==> src/rtl/fwd_regfile_pkg.sv <==
// Shared definitions for the forwarding register file: field layout of the
// forward-bus and HI/LO-bus stage entries, entry widths and counter limits.
// Consumers: fwd_regfile (top), fwd_mux (per read port).
//
// Forward-bus stage entry, MSB first:  {we, rdy, waddr[AW-1:0], wdata[XLEN-1:0]}
// HI/LO-bus stage entry, MSB first:    {hi_we, lo_we, hi[XLEN-1:0], lo[XLEN-1:0]}
// Stage s occupies bits [s*ENTRY_W +: ENTRY_W]; stage 0 is the youngest (EX).
package fwd_regfile_pkg;

  // Default geometry, handy for benches and wrappers.
  localparam int DEF_XLEN = 32;
  localparam int DEF_NREG = 32;
  localparam int DEF_NRP  = 2;
  localparam int DEF_NSTG = 3;

  localparam logic [31:0] STALL_CNT_MAX = 32'hFFFF_FFFF;

  // ---- forward-bus stage entry -------------------------------------------
  function automatic int fwd_ent_w(input int aw, input int xlen);
    return 2 + aw + xlen;
  endfunction

  function automatic int fwd_wdata_off();
    return 0;
  endfunction

  function automatic int fwd_waddr_off(input int xlen);
    return xlen;
  endfunction

  function automatic int fwd_rdy_off(input int aw, input int xlen);
    return xlen + aw;
  endfunction

  function automatic int fwd_we_off(input int aw, input int xlen);
    return xlen + aw + 1;
  endfunction

  // ---- HI/LO-bus stage entry ---------------------------------------------
  function automatic int hilo_ent_w(input int xlen);
    return 2 + 2 * xlen;
  endfunction

  function automatic int hilo_lo_off();
    return 0;
  endfunction

  function automatic int hilo_hi_off(input int xlen);
    return xlen;
  endfunction

  function automatic int hilo_lo_we_off(input int xlen);
    return 2 * xlen;
  endfunction

  function automatic int hilo_hi_we_off(input int xlen);
    return 2 * xlen + 1;
  endfunction

endpackage

==> src/rtl/fwd_regfile_fwd_mux.sv <==
// fwd_mux: one read port of the forwarding register file. Picks the youngest
//   matching forward stage, else the writeback port, else the array value, and
//   raises a stall when the chosen producer is not ready or the register is
//   pending in the scoreboard.
// Latency: purely combinational, zero cycles.
// Backpressure: none of its own; 'stall' is the port's hold request to decode.
// Ports:
//   rd_en/rd_addr        read request and address
//   fwd_bus              all forward stages, packed per fwd_regfile_pkg layout
//   wb_we/wb_addr/wb_data writeback port (bypassed in the same cycle)
//   arr_data             array contents at rd_addr
//   sb_pend              scoreboard pending bit for rd_addr
//   rd_data/stall        selected data and stall term
module fwd_mux
  import fwd_regfile_pkg::*;
#(
  parameter int XLEN = 32,
  parameter int AW   = 5,
  parameter int NSTG = 3,
  localparam int FW  = fwd_ent_w(AW, XLEN)
) (
  input  logic               rd_en,
  input  logic [AW-1:0]      rd_addr,
  input  logic [NSTG*FW-1:0] fwd_bus,
  input  logic               wb_we,
  input  logic [AW-1:0]      wb_addr,
  input  logic [XLEN-1:0]    wb_data,
  input  logic [XLEN-1:0]    arr_data,
  input  logic               sb_pend,
  output logic [XLEN-1:0]    rd_data,
  output logic               stall
);

  logic            hit;
  logic            hit_rdy;
  logic [XLEN-1:0] hit_data;
  logic            addr_zero;

  // Walk oldest to youngest so the lowest-index match is the last write.
  always_comb begin
    hit      = 1'b0;
    hit_rdy  = 1'b0;
    hit_data = '0;
    for (int s = NSTG - 1; s >= 0; s--) begin
      if (fwd_bus[s*FW + fwd_we_off(AW, XLEN)] &&
          (fwd_bus[s*FW + fwd_waddr_off(XLEN) +: AW] == rd_addr)) begin
        hit      = 1'b1;
        hit_rdy  = fwd_bus[s*FW + fwd_rdy_off(AW, XLEN)];
        hit_data = fwd_bus[s*FW + fwd_wdata_off() +: XLEN];
      end
    end
  end

  assign addr_zero = (rd_addr == '0);

  always_comb begin
    rd_data = arr_data;
    if (addr_zero) begin
      rd_data = '0;
    end else if (hit) begin
      rd_data = hit_data;
    end else if (wb_we && (wb_addr == rd_addr)) begin
      rd_data = wb_data;
    end
  end

  // A stage hit decides readiness on its own: a ready forward value is newer
  // than whatever the scoreboard is waiting on, so it overrides a pending bit.
  assign stall = rd_en && !addr_zero && (hit ? !hit_rdy : sb_pend);

endmodule

==> src/rtl/fwd_regfile.sv <==
// fwd_regfile: NREG x XLEN register file with multi-stage operand forwarding,
//   HI/LO registers with their own forwarding, a pending-register scoreboard,
//   HI/LO busy tracking and a saturating stall-cycle counter.
// Latency: reads and forwarding are combinational (zero cycles); writes,
//   scoreboard and busy updates take effect on the next rising clk.
// Backpressure: stall_req asks decode to hold; it is the OR of per-port
//   stalls and (hilo_rd & hilo_busy). The block itself never refuses writes.
// Ports:
//   clk, rst                      clock, async active-high reset
//   rd_en/rd_addr/rd_data         NRP read ports, port p at [p*W +: W]
//   fwd_bus                       NSTG forward stages {we, rdy, waddr, wdata}
//   we/waddr/wdata                writeback port
//   hilo_fwd                      NSTG HI/LO stages {hi_we, lo_we, hi, lo}
//   hi_we/lo_we/hi_i/lo_i         HI/LO write
//   hilo_rd, hi_o, lo_o           HI/LO read request and forwarded values
//   sb_set*/sb_clr*               scoreboard mark/clear for long-latency ops
//   hilo_busy_set/clr             mul/div occupancy of HI/LO
//   stall_req, stall_cnt          hold request and saturating stall count
module fwd_regfile
  import fwd_regfile_pkg::*;
#(
  parameter int          XLEN          = 32,
  parameter int          NREG          = 32,
  parameter int          NRP           = 2,
  parameter int          NSTG          = 3,
  // Reset value of the stall counter; nonzero only for counter bring-up.
  parameter logic [31:0] STALL_CNT_RST = 32'h0,
  localparam int         AW            = $clog2(NREG),
  localparam int         FW            = fwd_ent_w(AW, XLEN),
  localparam int         HW            = hilo_ent_w(XLEN)
) (
  input  logic                 clk,
  input  logic                 rst,
  input  logic [NRP-1:0]       rd_en,
  input  logic [NRP*AW-1:0]    rd_addr,
  output logic [NRP*XLEN-1:0]  rd_data,
  input  logic [NSTG*FW-1:0]   fwd_bus,
  input  logic                 we,
  input  logic [AW-1:0]        waddr,
  input  logic [XLEN-1:0]      wdata,
  input  logic [NSTG*HW-1:0]   hilo_fwd,
  input  logic                 hi_we,
  input  logic                 lo_we,
  input  logic [XLEN-1:0]      hi_i,
  input  logic [XLEN-1:0]      lo_i,
  input  logic                 hilo_rd,
  output logic [XLEN-1:0]      hi_o,
  output logic [XLEN-1:0]      lo_o,
  input  logic                 sb_set,
  input  logic [AW-1:0]        sb_set_addr,
  input  logic                 sb_clr,
  input  logic [AW-1:0]        sb_clr_addr,
  input  logic                 hilo_busy_set,
  input  logic                 hilo_busy_clr,
  output logic                 stall_req,
  output logic [31:0]          stall_cnt
);

  // ---------------------------------------------------------------------------
  // State
  // ---------------------------------------------------------------------------
  logic [XLEN-1:0] regs_q [NREG];
  logic [XLEN-1:0] regs_d [NREG];
  logic [XLEN-1:0] hi_q, hi_d;
  logic [XLEN-1:0] lo_q, lo_d;
  logic [NREG-1:0] sb_q, sb_d;
  logic            hilo_busy_q, hilo_busy_d;
  logic [31:0]     stall_cnt_q, stall_cnt_d;

  logic [NRP-1:0]  port_stall;

  // ---------------------------------------------------------------------------
  // Next-state logic
  // ---------------------------------------------------------------------------
  // Register 0 is hardwired: only nonzero addresses are ever written.
  always_comb begin
    regs_d = regs_q;
    if (we && (waddr != '0)) begin
      regs_d[waddr] = wdata;
    end
  end

  always_comb begin
    hi_d = hi_we ? hi_i : hi_q;
    lo_d = lo_we ? lo_i : lo_q;
  end

  // Clear first so a same-cycle set to the same register wins.
  always_comb begin
    sb_d = sb_q;
    if (sb_clr) begin
      sb_d[sb_clr_addr] = 1'b0;
    end
    if (sb_set && (sb_set_addr != '0)) begin
      sb_d[sb_set_addr] = 1'b1;
    end
  end

  always_comb begin
    hilo_busy_d = hilo_busy_q;
    if (hilo_busy_set) begin
      hilo_busy_d = 1'b1;
    end else if (hilo_busy_clr) begin
      hilo_busy_d = 1'b0;
    end
  end

  always_comb begin
    stall_cnt_d = stall_cnt_q;
    if (stall_req && (stall_cnt_q != STALL_CNT_MAX)) begin
      stall_cnt_d = stall_cnt_q + 32'd1;
    end
  end

  // ---------------------------------------------------------------------------
  // Registers
  // ---------------------------------------------------------------------------
  always_ff @(posedge clk or posedge rst) begin
    if (rst) begin
      regs_q      <= '{default: '0};
      hi_q        <= '0;
      lo_q        <= '0;
      sb_q        <= '0;
      hilo_busy_q <= 1'b0;
      stall_cnt_q <= STALL_CNT_RST;
    end else begin
      regs_q      <= regs_d;
      hi_q        <= hi_d;
      lo_q        <= lo_d;
      sb_q        <= sb_d;
      hilo_busy_q <= hilo_busy_d;
      stall_cnt_q <= stall_cnt_d;
    end
  end

  // ---------------------------------------------------------------------------
  // Read ports
  // ---------------------------------------------------------------------------
  for (genvar p = 0; p < NRP; p++) begin : g_port
    logic [AW-1:0] addr_p;
    assign addr_p = rd_addr[p*AW +: AW];

    fwd_mux #(
      .XLEN (XLEN),
      .AW   (AW),
      .NSTG (NSTG)
    ) u_fwd_mux (
      .rd_en    (rd_en[p]),
      .rd_addr  (addr_p),
      .fwd_bus  (fwd_bus),
      .wb_we    (we),
      .wb_addr  (waddr),
      .wb_data  (wdata),
      .arr_data (regs_q[addr_p]),
      .sb_pend  (sb_q[addr_p]),
      .rd_data  (rd_data[p*XLEN +: XLEN]),
      .stall    (port_stall[p])
    );
  end

  // ---------------------------------------------------------------------------
  // HI/LO forwarding: youngest stage first, then the direct write, then the
  // register. HI and LO resolve independently (a stage may write only one).
  // ---------------------------------------------------------------------------
  always_comb begin
    hi_o = hi_we ? hi_i : hi_q;
    lo_o = lo_we ? lo_i : lo_q;
    for (int s = NSTG - 1; s >= 0; s--) begin
      if (hilo_fwd[s*HW + hilo_hi_we_off(XLEN)]) begin
        hi_o = hilo_fwd[s*HW + hilo_hi_off(XLEN) +: XLEN];
      end
      if (hilo_fwd[s*HW + hilo_lo_we_off(XLEN)]) begin
        lo_o = hilo_fwd[s*HW + hilo_lo_off() +: XLEN];
      end
    end
  end

  // ---------------------------------------------------------------------------
  // Stall
  // ---------------------------------------------------------------------------
  assign stall_req = (|port_stall) || (hilo_rd && hilo_busy_q);
  assign stall_cnt = stall_cnt_q;

endmodule

==> config.mk <==
export PLATFORM = sky130hd
export DESIGN_NAME = fwd_regfile
export DESIGN_NICKNAME = d
export VERILOG_FILES = /design/src/rtl/fwd_regfile_pkg.sv /design/src/rtl/fwd_regfile_fwd_mux.sv /design/src/rtl/fwd_regfile.sv
export SDC_FILE = /design/constraint.sdc
export NUM_CORES = 2
export LEC_CHECK = 0
export BUFFER_PORTS_ARGS = -buffer_cell sky130_fd_sc_hd__buf_2
export CORE_MARGIN = 10
export CORE_UTILIZATION = 55
export CTS_CLUSTER_DIAMETER = 150
export DETAILED_ROUTE_END_ITERATION = 8
export GPL_TIMING_DRIVEN = 0
export PLACE_DENSITY = 0.79
export SLEW_MARGIN = 20
export SYNTH_ARGS = -nofsm -noshare
export SYNTH_HDL_FRONTEND = slang
export SYNTH_SLANG_ARGS = --single-unit
==> constraint.sdc <==
create_clock -name clk -period 37.8 [get_ports clk]
set_input_delay 7.56 -clock clk [delete_from_list [all_inputs] [get_ports clk]]
set_output_delay 7.56 -clock clk [all_outputs]
set_load 0.01 [all_outputs]
* After elaboration in Yosys (flattened, before gate mapping)
Index checks and enable logic that the tools add are counted.
W data, S select, Z words.
** Word-level totals
- Bits in registers :: 1153
- Output and inout port bits :: 161
- Logic and storage cells :: 148
** Operators by class
- $add $sub $neg :: 1
- Order comparisons :: 10
- Equality and inequality tests :: 9
- Muxes and demuxes :: 55
- Bitwise logic cells :: 6
- Reductions and logical operators :: 30
** Operators with widths (count)
- $bwmux W1024 :: 1
- $mux W32 :: 27
- $bmux W32 S5 :: 2
- $demux W32 S5 :: 1
- $eq A5 B5 Y1 :: 8
- $add A32 B1 Y32 const B :: 1
- $and A32 B32 Y32 :: 1
- $ne A32 B32 Y1 const B :: 1
- $not A32 Y32 :: 1
- $or A32 B32 Y32 :: 1
- $lt A5 B6 Y1 const B :: 4
- $mux W1 :: 20
- $logic_and A1 B1 Y1 :: 19
- $ge A6 B6 Y1 const B :: 3
- $not A5 Y6 :: 3
- $bmux W1 S5 :: 2
- $demux W1 S5 :: 2
- $ge A5 B1 Y1 const B :: 2
- $logic_not A5 Y1 :: 2
- $reduce_bool A5 Y1 :: 2
- $lt A6 B1 Y1 const B :: 1
- $logic_not A1 Y1 :: 4
- $reduce_bool A2 Y1 :: 1
- $reduce_or A2 Y1 :: 1
- $logic_or A1 B1 Y1 :: 1

* Depth between registers and ports, before layout
- Word-level depth :: 11
- Depth in mapped cells :: 12
- Depth with buffers taken out :: 8

* Modules after synthesis
From an unflattened synthesis, not the netlist that was laid out.
** Second synthesis, totals
- Cells, all modules :: 5113
- Area, all modules :: 66879.1 µm²
** By module, submodules not included
- fwd_regfile :: times used 1, cells an instance 4649, area an instance 63415.8 µm²
- fwd_mux :: times used 2, cells an instance 232, area an instance 1731.7 µm²

* Worst setup path before layout
Ideal clock, no wire load.
- Path kind :: input-to-output
- Start :: in rd_addr[5]
- End :: out rd_data[33]
- Arrival time :: 9.633 ns
- Path slack :: 20.607 ns
- Cell stages on the path :: 9
- Cells stage by stage :: buf_6 buf_2 buf_2 mux4_2 mux4_2 mux2i_1 a211oi_1 a21oi_1 o21ai_0
** On the way
- Word-level cells in the longest chain between the ends :: 7
- Elaborated cells on any way between the ends :: 22
- Those cells by class :: eq/ne: 4; mux: 12; bitwise: 1; reduce/logical: 5
** RTL lines
- start: declaration :: line fwd_regfile.sv:35 : input logic [NRP*AW-1:0] rd_addr,
- $not A5 Y6 (not written as such) / $eq A5 B5 Y1 (equally long branches) :: line fwd_regfile.sv:154, fwd_regfile_fwd_mux.sv:46
- $bmux W32 S5 / $logic_and A1 B1 Y1 (equally long branches) :: line fwd_regfile.sv:154, fwd_regfile_fwd_mux.sv:45
- $mux W32 (not written as such) (tied with other cells) (2 in series) :: line fwd_regfile.sv:154 : .arr_data (regs_q[addr_p]),
- $mux W32 (tied with other cells) :: line fwd_regfile_fwd_mux.sv:62 : end else if (wb_we && (wb_addr == rd_addr)) begin
- $mux W32 :: line fwd_regfile_fwd_mux.sv:60 : end else if (hit) begin
- $mux W32 (*) :: line fwd_regfile_fwd_mux.sv:58 : if (addr_zero) begin
- end: declaration :: line fwd_regfile.sv:36 : output logic [NRP*XLEN-1:0] rd_data,
Every way passes the cells marked *; elsewhere a longest branch is shown, timed or not. The select of a mux whose other input is x is not followed.

* Worst setup path after layout
- Start :: in rd_addr[6]
- End :: out rd_data[44]
The elaborated chain is that of the path after synthesis.

==> metrics.yaml <==
clk_latency_ns: 0.78
cpPeakStageDelay_ns: 0.89
rows: 125
grtUsageMet1_pct: 45.3
combPwrFrac_pct: 24.5
antenna_found_initial: 51
grtUsageMet3_pct: 24.2
instances_no_fill: 6970
nets: 5744
layout_commonest_cell: "mux2_2"
p_leak_uw: 0.0327
fin_tns_setup_ns: 0
hold_end: "regs_q[1013]"
synth_edf_count: 0
ios: 609
synth-async-reset-ratio_pct: 100
path_cells: "buf_2 -> buf_2 -> buf_2 -> buf_2 -> xnor2_1 -> nand3_1 -> clkbuf_1 -> nor2_1 -> a211oi_1 -> a21oi_1 -> o21ai_0 -> buf_2"
die_h_um: 363
core_area_mm2: 0.116
grt_pass1_vias: 52100
period_share_pct: 53.0
ant_nets: 0
grt_max_degree: 36
cts-root-buf: "clkbuf_16"
groute.layer.met2.usage_pct: 58.8
netlist_area_mm2: 0.0646
hold_depth: 1
clock_skew_ns: 0.0414
power.internal_uw: 2670
synth_nets: 4991
start_util_pct: 55.5
ys_ff_latch: 1153
vias: 52000
cp_slowest_cell: "clkbuf_1"
critPathKind: "input port to output pin"
synth_top_area_share_pct: 44.6
p_sw_share_pct: 30.1
critPathLaunchType: "input port"
place_area_mm2: 0.0704
drc_errors: 15
path_clk_slew_ns: 0.06
drt_first_pass_iters: 9
synth_area_leader_cell: "dfrtp_1"
place_congestion: 1.05
status: "finished with violations"
clkSinkCount: 1153
slew_viol_final: 0
clkPwrFrac_pct: 32.6
cts_setup_buffers: 0
routed_wl_mm: 282
track_usage_pct: 41.9
cp_max_fo: 10
r2r-end: "stall_cnt[11]"
numCtsBuffers: 121
syn_inst: 4542
setup_viol: 0
grt_pass1_wl_mm: 388
syn_area_per_cell_um2: 14.2
clock_path_buffers: 3
synth_area_leaders: "dfrtp_1, mux2_2, mux4_2, mux2i_1, clkbuf_1"
p_switching_uw: 1150
cts_hold_buf: 0
hp-start: "regs_q[1013]"
fmax_mhz: 49.9
max_slew_margin_pct: 7.02
post-route-min-period_ns: 20.04
drive_gt1_share_pct: 53.2
post_cts_resized: 0
worst_pin_slew_ns: 1.39
crit_path_end_kind: "output pin"
powerDensity_mw_per_mm2: 51.2
area_growth_pct: 15.5
p_seq_share_pct: 42.9
cts_htree_levels: 3
vias_per_cell: 7.46
hold_viol: 0
synth_ff_type: "dfrtp_1"
dp.cells: 6696
wl_per_cell_um: 40.4
violations: "DRC"
die-area_mm2: 0.132
final_cell_mix: "mux2_2, dfrtp_1, buf_2"
cts_tree: "built"
fillers: 8451
worstReg2RegStart: "sb_q[9]"
min_path_type: "register to register"
r2r_cells: 9
busiest_layer: "met2"
cpMostUsedCell: "buf_2"
drt_iter0_drc: 8324
worstPathRequired_ns: 30.24
ys_types: 56
hpwl_mm: 199
cap_violations: 0
grt_setup_unrepaired: "false"
synth_sequential_area_ratio_pct: 44.6
grt_overflow_total: 0
regToRegSetupSlack_ns: 34.70
final_cell_area_mm2: 0.0747
die_w_um: 363
crit_arrival_ns: 12.48
io_buffers: 586
max-vdd-ir-drop_mv: 0.0421
ys_warn_count: 0
-- power groups by stage --
stage	registers [uW]	clock network, uW	logic, uW
final	1640	1250	936
after CTS	1630	1240	907
after floorplan	1590	0	636
after detailed placement	1650	0	900
after global routing	1660	1290	969
after global placement	1640	0	864
-- logic make-up (layout without fill, tap and decap cells) --
family                   after synthesis  in the layout  synth area share, %
adder cells (fa/ha/maj)                1              1               0.0194
XOR/XNOR                              71             71                0.962
AND/OR/NAND/NOR                      353            353                 2.70
multiplexers                        1953           1953                 44.1
buffers and inverters                504           1364                 3.26
other                                  0             44                    0
AO/OA/AOI/OAI                        507            507                 4.35
flip-flops                          1153           1153                 44.6
-- per-layer routing --
metal | part of all wire, % | up-vias
met5 | 0.24 | -
met3 | 17 | 1692
met4 | 10 | 28
met2 | 42 | 5174
met1 | 31 | 26100
li1 | - | 19000
-- worst max-delay path, delay by kind of cell --
| kind | cells | cell delay (ns) |
|---|---|---|
| AND/OR/NAND/NOR | 2 | 0.70 |
| XOR/XNOR | 1 | 0.13 |
| buffers and inverters | 6 | 2.77 |
| AO/OA/AOI/OAI | 3 | 1.29 |
-- worst max path at each step --
stage                  endpoint        from  cells past startpoint  slack, ns
CTS                 rd_data[50]  rd_addr[6]                     12      18.12
global route        rd_data[43]  rd_addr[6]                     12      17.96
floorplan               hi_q[0]         rst                      1      14.32
finish              rd_data[44]  rd_addr[6]                     12      17.76
detailed placement  rd_data[50]  rd_addr[6]                     12      18.14
global placement    regs_q[772]         rst                      2       7.94
-- state kept, by name, summed over array words and instances (netlist names) --
name / cells
regs_q: 1024
hi_q: 32
lo_q: 32
sb_q: 32
stall_cnt: 32
hilo_busy_q: 1
-- stage by stage --
| stage | util [%] | hold slack [ns] | setup slack [ns] | total power, uW |
|---|---|---|---|---|
| after CTS | 64.0 | 0.481 | 18.12 | 3770 |
| after global placement | 59.7 | 0.455 | 7.94 | 2500 |
| final | 64.2 | 0.481 | 17.76 | 3820 |
| after detailed placement | 60.5 | 0.467 | 18.14 | 2550 |
| after global routing | 64.1 | 0.497 | 17.96 | 3920 |
| after floorplan | - | 0.441 | 14.32 | 2230 |
-- cells in the mapped netlist (3+ instances only) --
master and number:
a211oi_1 22, a21oi_1 155, a22oi_1 32, and2_1 5, and3_1 26, and4_1 3, buf_1 87, buf_2 89
buf_4 10, buf_6 9, clkbuf_1 303, dfrtp_1 1153, inv_1 5, mux2_2 1245, mux2i_1 118, mux4_2 590
nand2_1 108, nand2b_1 3, nand3_1 36, nand3b_1 16, nand4_1 16, nor2_1 62, nor2b_1 4, nor3_1 45
nor3b_1 6, nor4_1 6, o21ai_0 210, o21ai_1 11, o22ai_1 61, or3b_2 5, xnor2_1 43, xor2_1 28
-- layout make-up --
cell class | instances | area [um^2] | share of cell area, %
plain buffers | 498 | 2190 | 2.93
well taps | 1524 | 1910 | 2.55
clock buffers | 175 | 3520 | 4.72
flip-flops and latches | 1153 | 28900 | 38.6
clock inverters | 55 | 563 | 0.754
diodes | 44 | 110 | 0.147
repair buffers | 630 | 3810 | 5.11
inverters | 6 | 26.3 | 0.0352
multi-input cells | 2885 | 33700 | 45.1
(Power assumes the default switching activity.)
